===== src/rtl/axi_skid_module.sv =====
// Registered valid/ready stage with a 2-entry skid buffer; each beat is stored as data_i - 1.
// Latency: 1 cycle from accept to valid_o. Throughput: 1 beat/cycle while ready_i=1.
// Backpressure: ready_o is a flop that drops once two beats are held. It has no combinational path from ready_i.
module axi_skid_module #(
  parameter int DWIDTH = 8
) (
  input  logic              aclk_i,
  input  logic              areset_i,
  input  logic              valid_i,
  input  logic [DWIDTH-1:0] data_i,
  output logic              ready_o,
  output logic              valid_o,
  output logic [DWIDTH-1:0] data_o,
  input  logic              ready_i,
  output logic [1:0]        level_o
);

  // The state encoding doubles as the occupancy count driven on level_o.
  typedef enum logic [1:0] {
    EMPTY = 2'd0,
    BUSY  = 2'd1,
    FULL  = 2'd2
  } state_t;

  state_t            state_q, state_d;
  logic [DWIDTH-1:0] main_q, main_d;
  logic [DWIDTH-1:0] skid_q, skid_d;
  logic              valid_q, valid_d;
  logic              ready_q, ready_d;

  logic              in_fire;
  logic              out_fire;
  logic [DWIDTH-1:0] decoded;

  assign in_fire  = valid_i & ready_q;
  assign out_fire = valid_q & ready_i;
  // Modulo 2^DWIDTH, so 0 wraps to all-ones. It is only consumed when in_fire is set.
  assign decoded  = data_i - DWIDTH'(1);

  // Next-state and datapath selection. Every target defaults to holding its value.
  always_comb begin
    state_d = state_q;
    main_d  = main_q;
    skid_d  = skid_q;
    case (state_q)
      EMPTY: begin
        if (in_fire) begin
          main_d  = decoded;
          state_d = BUSY;
        end
      end
      BUSY: begin
        if (in_fire && out_fire) begin
          main_d = decoded;
        end else if (in_fire) begin
          skid_d  = decoded;
          state_d = FULL;
        end else if (out_fire) begin
          state_d = EMPTY;
        end
      end
      FULL: begin
        // ready_o is low here, so no new beat can arrive. The skid beat is promoted
        // only when the main beat leaves.
        if (out_fire) begin
          main_d  = skid_q;
          state_d = BUSY;
        end
      end
      default: state_d = EMPTY;
    endcase
    valid_d = (state_d != EMPTY);
    ready_d = (state_d != FULL);
  end

  // State and output registers. Reset discards held beats, and ready_o stays low for one edge afterwards.
  always_ff @(posedge aclk_i) begin
    if (areset_i) begin
      state_q <= EMPTY;
      main_q  <= '0;
      skid_q  <= '0;
      valid_q <= 1'b0;
      ready_q <= 1'b0;
    end else begin
      state_q <= state_d;
      main_q  <= main_d;
      skid_q  <= skid_d;
      valid_q <= valid_d;
      ready_q <= ready_d;
    end
  end

  assign ready_o = ready_q;
  assign valid_o = valid_q;
  assign data_o  = main_q;
  assign level_o = state_q;

endmodule


===== config.mk =====
export PLATFORM = sky130hd
export DESIGN_NAME = axi_skid_module
export DESIGN_NICKNAME = d
export VERILOG_FILES = /design/src/rtl/axi_skid_module.sv
export SDC_FILE = /design/constraint.sdc
export NUM_CORES = 1
export LEC_CHECK = 0
export BUFFER_PORTS_ARGS = -buffer_cell sky130_fd_sc_hd__buf_2
export CAP_MARGIN = 30
export CORE_ASPECT_RATIO = 0.9
export CORE_MARGIN = 4
export CORE_UTILIZATION = 40
export CTS_CLUSTER_DIAMETER = 80
export DETAILED_ROUTE_END_ITERATION = 6
export SYNTH_ARGS = -nofsm -noshare
export SYNTH_HDL_FRONTEND = slang
export SYNTH_SLANG_ARGS = --single-unit

===== constraint.sdc =====
create_clock -name aclk_i -period 2.2 [get_ports aclk_i]
set_input_delay 0.11 -clock aclk_i [delete_from_list [all_inputs] [get_ports aclk_i]]
set_output_delay 0.11 -clock aclk_i [all_outputs]
set_load 0.05 [all_outputs]

==> results of run 1 <==
==> metrics by stage <==
stage / cells / utilization (%) / worst slack (ns) / hold WS (ns)
6_report: 162 / 50.5 / 0.592 / 0.0786
3_3_place_gp: 158 / 48.9 / 0.672 / 0.393
4_1_cts: 162 / 50.5 / 0.573 / 0.0633
2_1_floorplan: 111 / - / 0.388 / 0.206
3_5_place_dp: 158 / 48.9 / 0.593 / 0.395
5_1_grt: 162 / 50.5 / 0.418 / 0.0719
==> power by group through the flow <==
stage               registers, mW  clock network, mW  logic [mW]
CTS                         0.397              0.222       0.180
detailed placement          0.405                  0       0.179
global placement            0.405                  0       0.178
finish                      0.397              0.211       0.178
global route                0.400              0.239       0.193
floorplan                   0.461                  0      0.0743
==> worst max-delay path, delay by kind of cell (launching register included) <==
kind | cells | cell delay (ns)
DFF | 1 | 0.40
AOI/OAI and AO/OA | 2 | 0.63
and+or+nand+nor | 2 | 0.48
==> cell type report <==
type	count	area, um^2	area share [%]
Clock buffer	4	36.3	3.26
Sequential cell	20	400	36.0
Timing Repair Buffer	25	130	11.7
Multi-Input combinational cell	84	504	45.3
Tap cell	27	33.8	3.04
Inverter	2	7.51	0.675
==> worst paths after layout <==
kind,start,endpoint
hold reg to reg,data_o[1]$_SDFFE_PP0P_,data_o[1]$_SDFFE_PP0P_
hold / removal,data_i[0],skid_q[0]$_SDFFE_PP0P_
setup reg to reg,level_o[0]$_SDFF_PP0_,data_o[5]$_SDFFE_PP0P_
setup / recovery,level_o[0]$_SDFF_PP0_,data_o[5]$_SDFFE_PP0P_
==> cells in the mapped netlist, types with 2 or more instances <==
library cell,number,share of area (%)
o211ai_1,3,2.4
inv_1,2,0.81
xor2_1,3,2.8
dfxtp_1,20,43
clkbuf_1,3,1.2
a22o_1,3,2.8
nand2_1,14,5.6
a21oi_1,8,4.3
a211oi_1,9,7.2
and4_1,2,1.9
a211o_1,2,1.9
nor3_1,2,1.1
nor2_1,19,7.7
xnor2_1,3,2.8
==> flip-flops by register name, indices dropped and copies added, names as in the netlist <==
name	flops
skid_q	8
valid_o	1
data_o	8
ready_o	1
level_o	2
==> metal layers <==
layer / global-route usage (%) / wire length (um)
met1: 17.1 / 923
met3: 4.56 / 131
met5: 0 / 0
met2: 22.2 / 933
met4: 3.40 / 0
==> logic make-up after synthesis <==
group	synth area share (%)
adder cells (fa/ha/maj)	1.34
flip-flops	43.0
AO/OA/AOI/OAI	25.0
XOR/XNOR	5.64
AND/OR/NAND/NOR	22.2
buffers and inverters	2.95
==> flow_summary.ini, run 1 <==
[status]
status = complete, no violations

[drt]
drt_iter0_markers = 25
wl_um = 1990
remaining_drc_errors = 0
num_vias = 861
avgRoutedWirePerCell_um = 12.3
routed_via_density = 5.31
dr.pass1.iters = 4
final_antenna_net_count = 0

[layout]
area_delta_synth_final_pct = 19.3
fin_nets = 149
layout-drive-gt1-share_pct = 22.2
layout_commonest_cell = buf_2
insertedDiodeCount = 0
most-common-layout-cells = 23 x buf_2, 20 x dfxtp_1, 19 x nor2_1, 14 x nand2_1, 9 x a211oi_1
post-route-cell-area_um2 = 1110
fillers = 231

[global_routing]
first_global_vias = 739
grt_overflow = 0
grt.total_usage_pct = 13.5
grt_max_degree = 20
antenna_found_initial = 0
grt_pass1_wl_um = 3240

[timing]
finalClockSkew_ns = 0.00716
period_share_pct = 73.1
min_period_ns = 1.61
fmax_ghz = 0.622
tightest_slew_ns = 0.567
hold_viol = 0
maxSlewHeadroom_pct = 61.8
setup_tns_ns = 0
setup_violations = 0
rsz0062_at_grt = false
drv_slew = 0

[clock_network]
cts_max_level = 1
cts_hold_buf = 0
clock_latency_ns = 0.30
cts_tree = yes
cts_root_buffer = clkbuf_4
cts.path.max_buffers = 2
cts_buffers = 3
cts_resized = 0
clk_pin_slew_worst_paths_ns = 0.11
cts_setup_buffers = 0
cts.sinks = 20

[floorplan]
initial_core_util_pct = 42.3
rows = 16
die_w_um = 58.9
fp.dieH_um = 53.8
ios = 24
die_area_um2 = 3170
core-area_um2 = 2200

[power_and_ir_drop]
internal_power_uw = 540
switching_power_uw = 246
finalPower_uw = 786
pwr-share-seq_pct = 50.5
power_frac_clock_pct = 26.9
combPwrFrac_pct = 22.6
irDropWorstVdd_uv = 530
sw_frac_of_total_pct = 31.3
power-per-cell-area_nw_per_um2 = 707
p_leak_nw = 0.461

[setup_path]
crit_path_start_kind = flop
cp.required_ns = 2.41
r2r_cells = 4
crit_type = flop to flop
crit_chain = nand2b_1 > o32a_1 > nor2_1 > a22o_1
r2r_setup_slack_ns = 0.59
crit_slowest_cell = o32a_1
critPathArrivalTime_ns = 1.82
path_max_fanout = 11
critPathCaptureType = flop
cp_slowest_stage_delay_ns = 0.43

[logic_synthesis]
seq_area_frac_synth_pct = 43.0
yosys_register_bits = 20
yosysUniqueCellTypes = 32
ys_warn_count = 0
synth_edf_count = 0
synth_ff_type = dfxtp_1
synth_area_um2 = 932
syn_nets = 124
synth_async_sr_flop_share_pct = 0
synthCells = 111
avgSynthCellArea_um2 = 8.40

[hold_path]
holdPathStages = 2
hold_path.class = input port to flop

[run]
drv_cap = 0

[placed_design]
hpwl_um = 1510
io_buffers = 23
placed_area_um2 = 1080
gp_congestion = 0.755
(Power assumes the default switching activity.)
==> run 2, diff against run 1 <==
Settings changed: ABC_AREA set to 1.
Clock period 2.2 ns to 1.68 ns, I/O delays scaled along.
==> run 2 against run 1 <==
  * Die area increased by 7.4%
  * Maximum frequency increased by 15%
  * Count of clock-buffer cells in the layout unchanged
  * Routed wire length increased by 5.6%
  * Flip-flop and latch count unchanged
  * Global-route usage decreased by 0.37 points
  * First-iteration DRC count increased by 16%
  * Register-to-register slack got worse by 0.31 ns
  * Critical endpoint is now skid_q[3]$_SDFFE_PP0P_
  * Highest routed layer is now met4
==> flow_summary.ini, run 2 <==
[status]
status = complete, no violations

[layout]
insertedDiodeCount = 0
layout_commonest_cell = nand2_1
fillers = 271
post-route-cell-area_um2 = 1160
area_delta_synth_final_pct = 15.1
multi_input_area_um2 = 462
utilization_pct = 48.0
fin_nets = 190
seq_area_um2 = 400
layout-drive-gt1-share_pct = 17.6
most-common-layout-cells = 31 x nand2_1, 30 x inv_1, 23 x buf_2, 20 x dfxtp_1, 19 x nor2_1

[power_and_ir_drop]
power-per-cell-area_nw_per_um2 = 918
switching_power_uw = 359
pwr-share-seq_pct = 48.7
sw_frac_of_total_pct = 33.6
irDropWorstVdd_uv = 411
internal_power_uw = 710
p_leak_nw = 0.653
combPwrFrac_pct = 24.9
power_frac_clock_pct = 26.4

[floorplan]
initial_core_util_pct = 41.7
fp.dieH_um = 55.7
core-area_um2 = 2420
ios = 24
rows = 17
die_area_um2 = 3400
die_w_um = 61.0

[timing]
min_period_ns = 1.40
period_share_pct = 83.5
rsz0062_at_grt = false
drv_slew = 0
setup_violations = 0
hold_viol = 0
tightest_slew_ns = 0.454
maxSlewHeadroom_pct = 69.6
finalClockSkew_ns = 0.00250
fmax_ghz = 0.713
setup_tns_ns = 0

[drt]
final_antenna_net_count = 0
remaining_drc_errors = 0
drt_iter0_markers = 29
routed_via_density = 4.66
wl_um = 2100
dr.pass1.iters = 4
num_vias = 951
avgRoutedWirePerCell_um = 10.3

[logic_synthesis]
synth_top_family_by_area = simple AND/OR/NAND/NOR gates
synth_async_sr_flop_share_pct = 0
synth_most_common_cell = nand2_1
synth_adder_area_share_pct = 1.24
muxShareOfSynthArea_pct = 0
yosys.area.top_type_share_pct = 39.6
synthCells = 154
synthSimpleGateAreaFrac_pct = 24.5
synth_area_leaders = dfxtp_1 40%, nand2_1 11%, inv_1 11%
yosysUniqueCellTypes = 19
synth_edf_count = 0
seq_area_frac_synth_pct = 39.6
synth_ff_type = dfxtp_1
yosys_register_bits = 20
synth-compound-area-share_pct = 17.3
synth_area_um2 = 1010
ys_warn_count = 0
syn_nets = 167
yosysTopAreaCell = dfxtp_1
avgSynthCellArea_um2 = 6.57
synthTopCellsByCount = 31 x nand2_1, 30 x inv_1, 20 x dfxtp_1
synth_xor_area_share_pct = 2.60

[global_routing]
first_global_vias = 851
grt_overflow = 0
antenna_found_initial = 0
grt_max_degree = 17
grt_pass1_wl_um = 3510
grt.total_usage_pct = 13.2

[hold_path]
min_to = ready_o$_SDFF_PP0_
hold_path.class = input port to flop
holdPathStages = 2
min-delay-start = areset_i

[clock_network]
cts_resized = 0
cts_buffers = 3
cts.sinks = 20
clk_pin_slew_worst_paths_ns = 0.11
cts_setup_buffers = 0
cts_hold_buf = 0
cts_tree = yes
cts.path.max_buffers = 2
cts_root_buffer = clkbuf_4
clock_latency_ns = 0.30
cts_max_level = 1

[setup_path]
cpMostUsedCell = inv_1
cp_slowest_stage_delay_ns = 0.36
r2r_setup_slack_ns = 0.28
path_max_fanout = 13
cp_top_family = simple AND/OR/NAND/NOR gates
worstPathBufferInverterCount = 2
r2r_cells = 6
critPathArrivalTime_ns = 1.65
critPathCaptureType = flop
r2r_start = ready_o$_SDFF_PP0_
crit_chain = nand2_1 > inv_1 > nand4_1 > inv_1 > o21ai_0 > nor2_1
reg2reg_to = skid_q[3]$_SDFFE_PP0P_
crit_path_start_kind = flop
crit_type = flop to flop
crit_slowest_cell = nand4_1
cp.required_ns = 1.93

[placed_design]
hpwl_um = 1600
gp_congestion = 0.742
placed_area_um2 = 1130
io_buffers = 23

[run]
drv_cap = 0
==> run 2: final cells by class <==
type                    count  area share (%)
multi-input cells          98            39.6
flip-flops and latches     20            34.4
inverters                  31            9.99
repair buffers             23            9.88
clock buffers               4            3.11
well taps                  28            3.01
==> run 2: how the worst max path moves through the flow <==
stage | startpoint | endpoint | slack [ns] | cells after the start
after global routing | ready_o$_SDFF_PP0_ | skid_q[3]$_SDFFE_PP0P_ | 0.08 | 6
after CTS | ready_o$_SDFF_PP0_ | skid_q[3]$_SDFFE_PP0P_ | 0.24 | 6
after detailed placement | ready_o$_SDFF_PP0_ | skid_q[3]$_SDFFE_PP0P_ | 0.28 | 6
after global placement | level_o[0]$_SDFF_PP0_ | data_o[2]$_SDFFE_PP0P_ | 0.35 | 7
after floorplan | ready_o$_SDFF_PP0_ | data_o[5]$_SDFFE_PP0P_ | 0.16 | 6
final | ready_o$_SDFF_PP0_ | skid_q[3]$_SDFFE_PP0P_ | 0.28 | 6
==> run 2: power by group through the flow <==
| stage | combinational (mW) | clock [mW] | sequential [mW] |
|---|---|---|---|
| 2_1_floorplan | 0.119 | 0 | 0.621 |
| 3_3_place_gp | 0.266 | 0 | 0.531 |
| 3_5_place_dp | 0.267 | 0 | 0.533 |
| 4_1_cts | 0.268 | 0.291 | 0.522 |
| 5_1_grt | 0.295 | 0.304 | 0.526 |
| 6_report | 0.266 | 0.282 | 0.521 |
==> run 2: stage by stage <==
stage | setup slack (ns) | total power [mW] | hold slack (ns) | instances
finish | 0.277 | 1.07 | 0.0432 | 204
global route | 0.0753 | 1.12 | 0.0616 | 204
CTS | 0.243 | 1.08 | 0.0397 | 204
detailed placement | 0.285 | 0.800 | 0.374 | 200
global placement | 0.354 | 0.797 | 0.368 | 200
floorplan | 0.165 | 0.740 | 0.306 | 154
==> run 2: cell families after synthesis <==
kind of cell,count (synthesis)
flops,20
simple gates,60
fa+ha+maj,1
buf+inv,36
xor+xnor,3
compound gates,34
==> run 2: per-layer routing <==
metal	vias to the layer above	track usage [%]	share of wire [%]
li1	517	-	-
met1	409	18.0	49
met2	22	19.9	46
met3	3	1.39	4.2
met4	0	6.50	1.2
met5	-	0	0
==> run 3, diff against run 2 <==
Settings changed: ABC_AREA 1 to 0, PLACE_DENSITY set to 0.66.
Clock period 1.68 ns to 1.2 ns, I/O delays scaled along.
==> run 3 against run 2 <==
  * The run now ends with negative setup slack left
  * Die area down 6.8%
  * Flip-flop and latch count did not move
  * Global-route usage grew 3.5 points
  * Sequential power increased by 40%
  * Count of clock-buffer cells in the layout stayed put
  * Critical path depth is 2 lower
  * Cell count down 9.3%
  * Sequential share of layout area fell by 5.0 points
  * Combinational power rose by 67%
  * Via count up 0.32%
  * Critical path type unchanged
  * Critical endpoint is now data_o[4]$_SDFFE_PP0P_
  * Largest cell class unchanged
==> flow_summary.ini, run 3 (synthesized netlist as in run 1, its figures left out) <==
[status]
status = finished, violations left
failed_checks = negative setup slack

[drt]
remaining_drc_errors = 0
wl_um = 2410
dr.pass1.iters = 4
drt_iter0_markers = 22
final_antenna_net_count = 0
routed_via_density = 5.16
avgRoutedWirePerCell_um = 13.0
num_vias = 954

[global_routing]
grt_overflow = 0
first_global_vias = 950
antenna_found_initial = 0
grt.total_usage_pct = 16.6
grt_max_degree = 17
grt_pass1_wl_um = 4010

[setup_path]
r2r_setup_slack_ns = -0.16
critPathCaptureType = flop
crit_slowest_cell = o32a_1
cp_slowest_stage_delay_ns = 0.42
reg2reg_to = data_o[4]$_SDFFE_PP0P_
r2r_start = level_o[0]$_SDFF_PP0_
crit_type = flop to flop
crit_chain = a21boi_4 > o32a_1 > a211o_1 > a21oi_2
critPathArrivalTime_ns = 1.61
crit_path_start_kind = flop
cp.required_ns = 1.45
path_max_fanout = 5
r2r_cells = 4

[floorplan]
fp.dieH_um = 53.8
rows = 16
initial_core_util_pct = 42.3
die_w_um = 58.9
ios = 24
core-area_um2 = 2200
die_area_um2 = 3170

[placed_design]
pre_cts_slack_ns = -0.261
io_buffers = 23
gp_congestion = 0.747
hpwl_um = 1720

[hold_path]
min-delay-start = data_i[0]
holdPathStages = 3
hold_path.class = input port to flop
min_to = skid_q[0]$_SDFFE_PP0P_

[run]
drv_cap = 0

[layout]
insertedDiodeCount = 0
fin_nets = 172
layout_commonest_cell = buf_2
fillers = 194
utilization_pct = 64.3
area_delta_synth_final_pct = 51.8
multi_input_area_um2 = 601
most-common-layout-cells = 23 x buf_2, 22 x buf_4, 16 x nor2_1, 16 x dfxtp_1, 13 x nand2_1
seq_area_um2 = 415
layout-drive-gt1-share_pct = 46.8

[timing]
fmax_ghz = 0.734
hold_viol = 0
setup_tns_ns = -1.68
setup_violations = 18
drv_slew = 0
rsz0062_at_grt = true
min_period_ns = 1.36
period_share_pct = 114
finalClockSkew_ns = 0.00107
worst_slack_ns = -0.163
tightest_slew_ns = 0.244
maxSlewHeadroom_pct = 83.6

[clock_network]
clock_latency_ns = 0.30
cts_tree = yes
cts_buffers = 3
clk_pin_slew_worst_paths_ns = 0.11
cts_root_buffer = clkbuf_4
cts_max_level = 1
cts.sinks = 20
cts.path.max_buffers = 2

[power_and_ir_drop]
p_leak_nw = 0.600
power-per-cell-area_nw_per_um2 = 1110
irDropWorstVdd_uv = 906
run 3: changes by cell type in the layout (fill, tap and decap cells not counted), moves of 14 or more:
cell and delta:
inv_1 -28, a21oi_1 -14, buf_4 +22, nand2_1 -18
run 3: what timing repair did:
| item | in CTS | in global routing |
|---|---|---|
| hold endpoints to repair | 1 | 0 |
| resized for setup | 2 | 16 |
| buffers inserted | 1 | 5 |
| setup endpoints to repair | 16 | 18 |
| hold buffers | 1 | 0 |
| pin swaps | 2 | 3 |
run 3: cell type report:
cell class              count  area share, %
clock buffers               4           2.56
flip-flops and latches     20           29.4
multi-input cells          84           42.4
repair buffers             48           22.7
well taps                  27           2.39
inverters                   2          0.531
run 3: per-stage QoR:
stage / hold slack (ns) / power [mW] / area, um^2 / instances
global placement: 0.331 / 1.13 / 1250 / 174
global route: 0.0713 / 1.66 / 1420 / 185
CTS: 0.0587 / 1.55 / 1310 / 180
finish: 0.0767 / 1.57 / 1420 / 185
floorplan: 0.156 / 0.998 / 990 / 111
detailed placement: 0.341 / 1.13 / 1250 / 174
run 3: per-layer routing:
layer  GRT usage, %  vias to the layer above  routed length (um)
met5              0                        -                   0
met4           5.66                        0                  18
met3           5.04                        2                  98
met2           27.9                       20                1180
met1           20.3                      434                1110
li1               -                      498                   -
run 3: how the worst max path moves through the flow:
stage                          start                     end  slack (ns)  depth (start not counted)
6_report       level_o[0]$_SDFF_PP0_  data_o[4]$_SDFFE_PP0P_       -0.16                          4
5_1_grt        level_o[0]$_SDFF_PP0_  data_o[5]$_SDFFE_PP0P_       -0.22                          4
4_1_cts        level_o[0]$_SDFF_PP0_  data_o[3]$_SDFFE_PP0P_       -0.16                          4
3_5_place_dp               data_i[0]  skid_q[5]$_SDFFE_PP0P_       -0.26                          5
3_3_place_gp               data_i[0]  skid_q[5]$_SDFFE_PP0P_       -0.25                          5
2_1_floorplan  level_o[0]$_SDFF_PP0_  data_o[3]$_SDFFE_PP0P_       -0.16                          4
run 3: report_power, final:
part | total (mW) | internal, mW | switching [mW]
Clock | 0.396 | 0.185 | 0.211
Sequential | 0.732 | 0.704 | 0.0287
Combinational | 0.445 | 0.181 | 0.264
Total | 1.57 | 1.07 | 0.504
run 3: worst max-delay path: cells and delay by family (launching register included):
kind | cells | cell delay [ns]
flops | 1 | 0.37
compound gates | 4 | 0.94
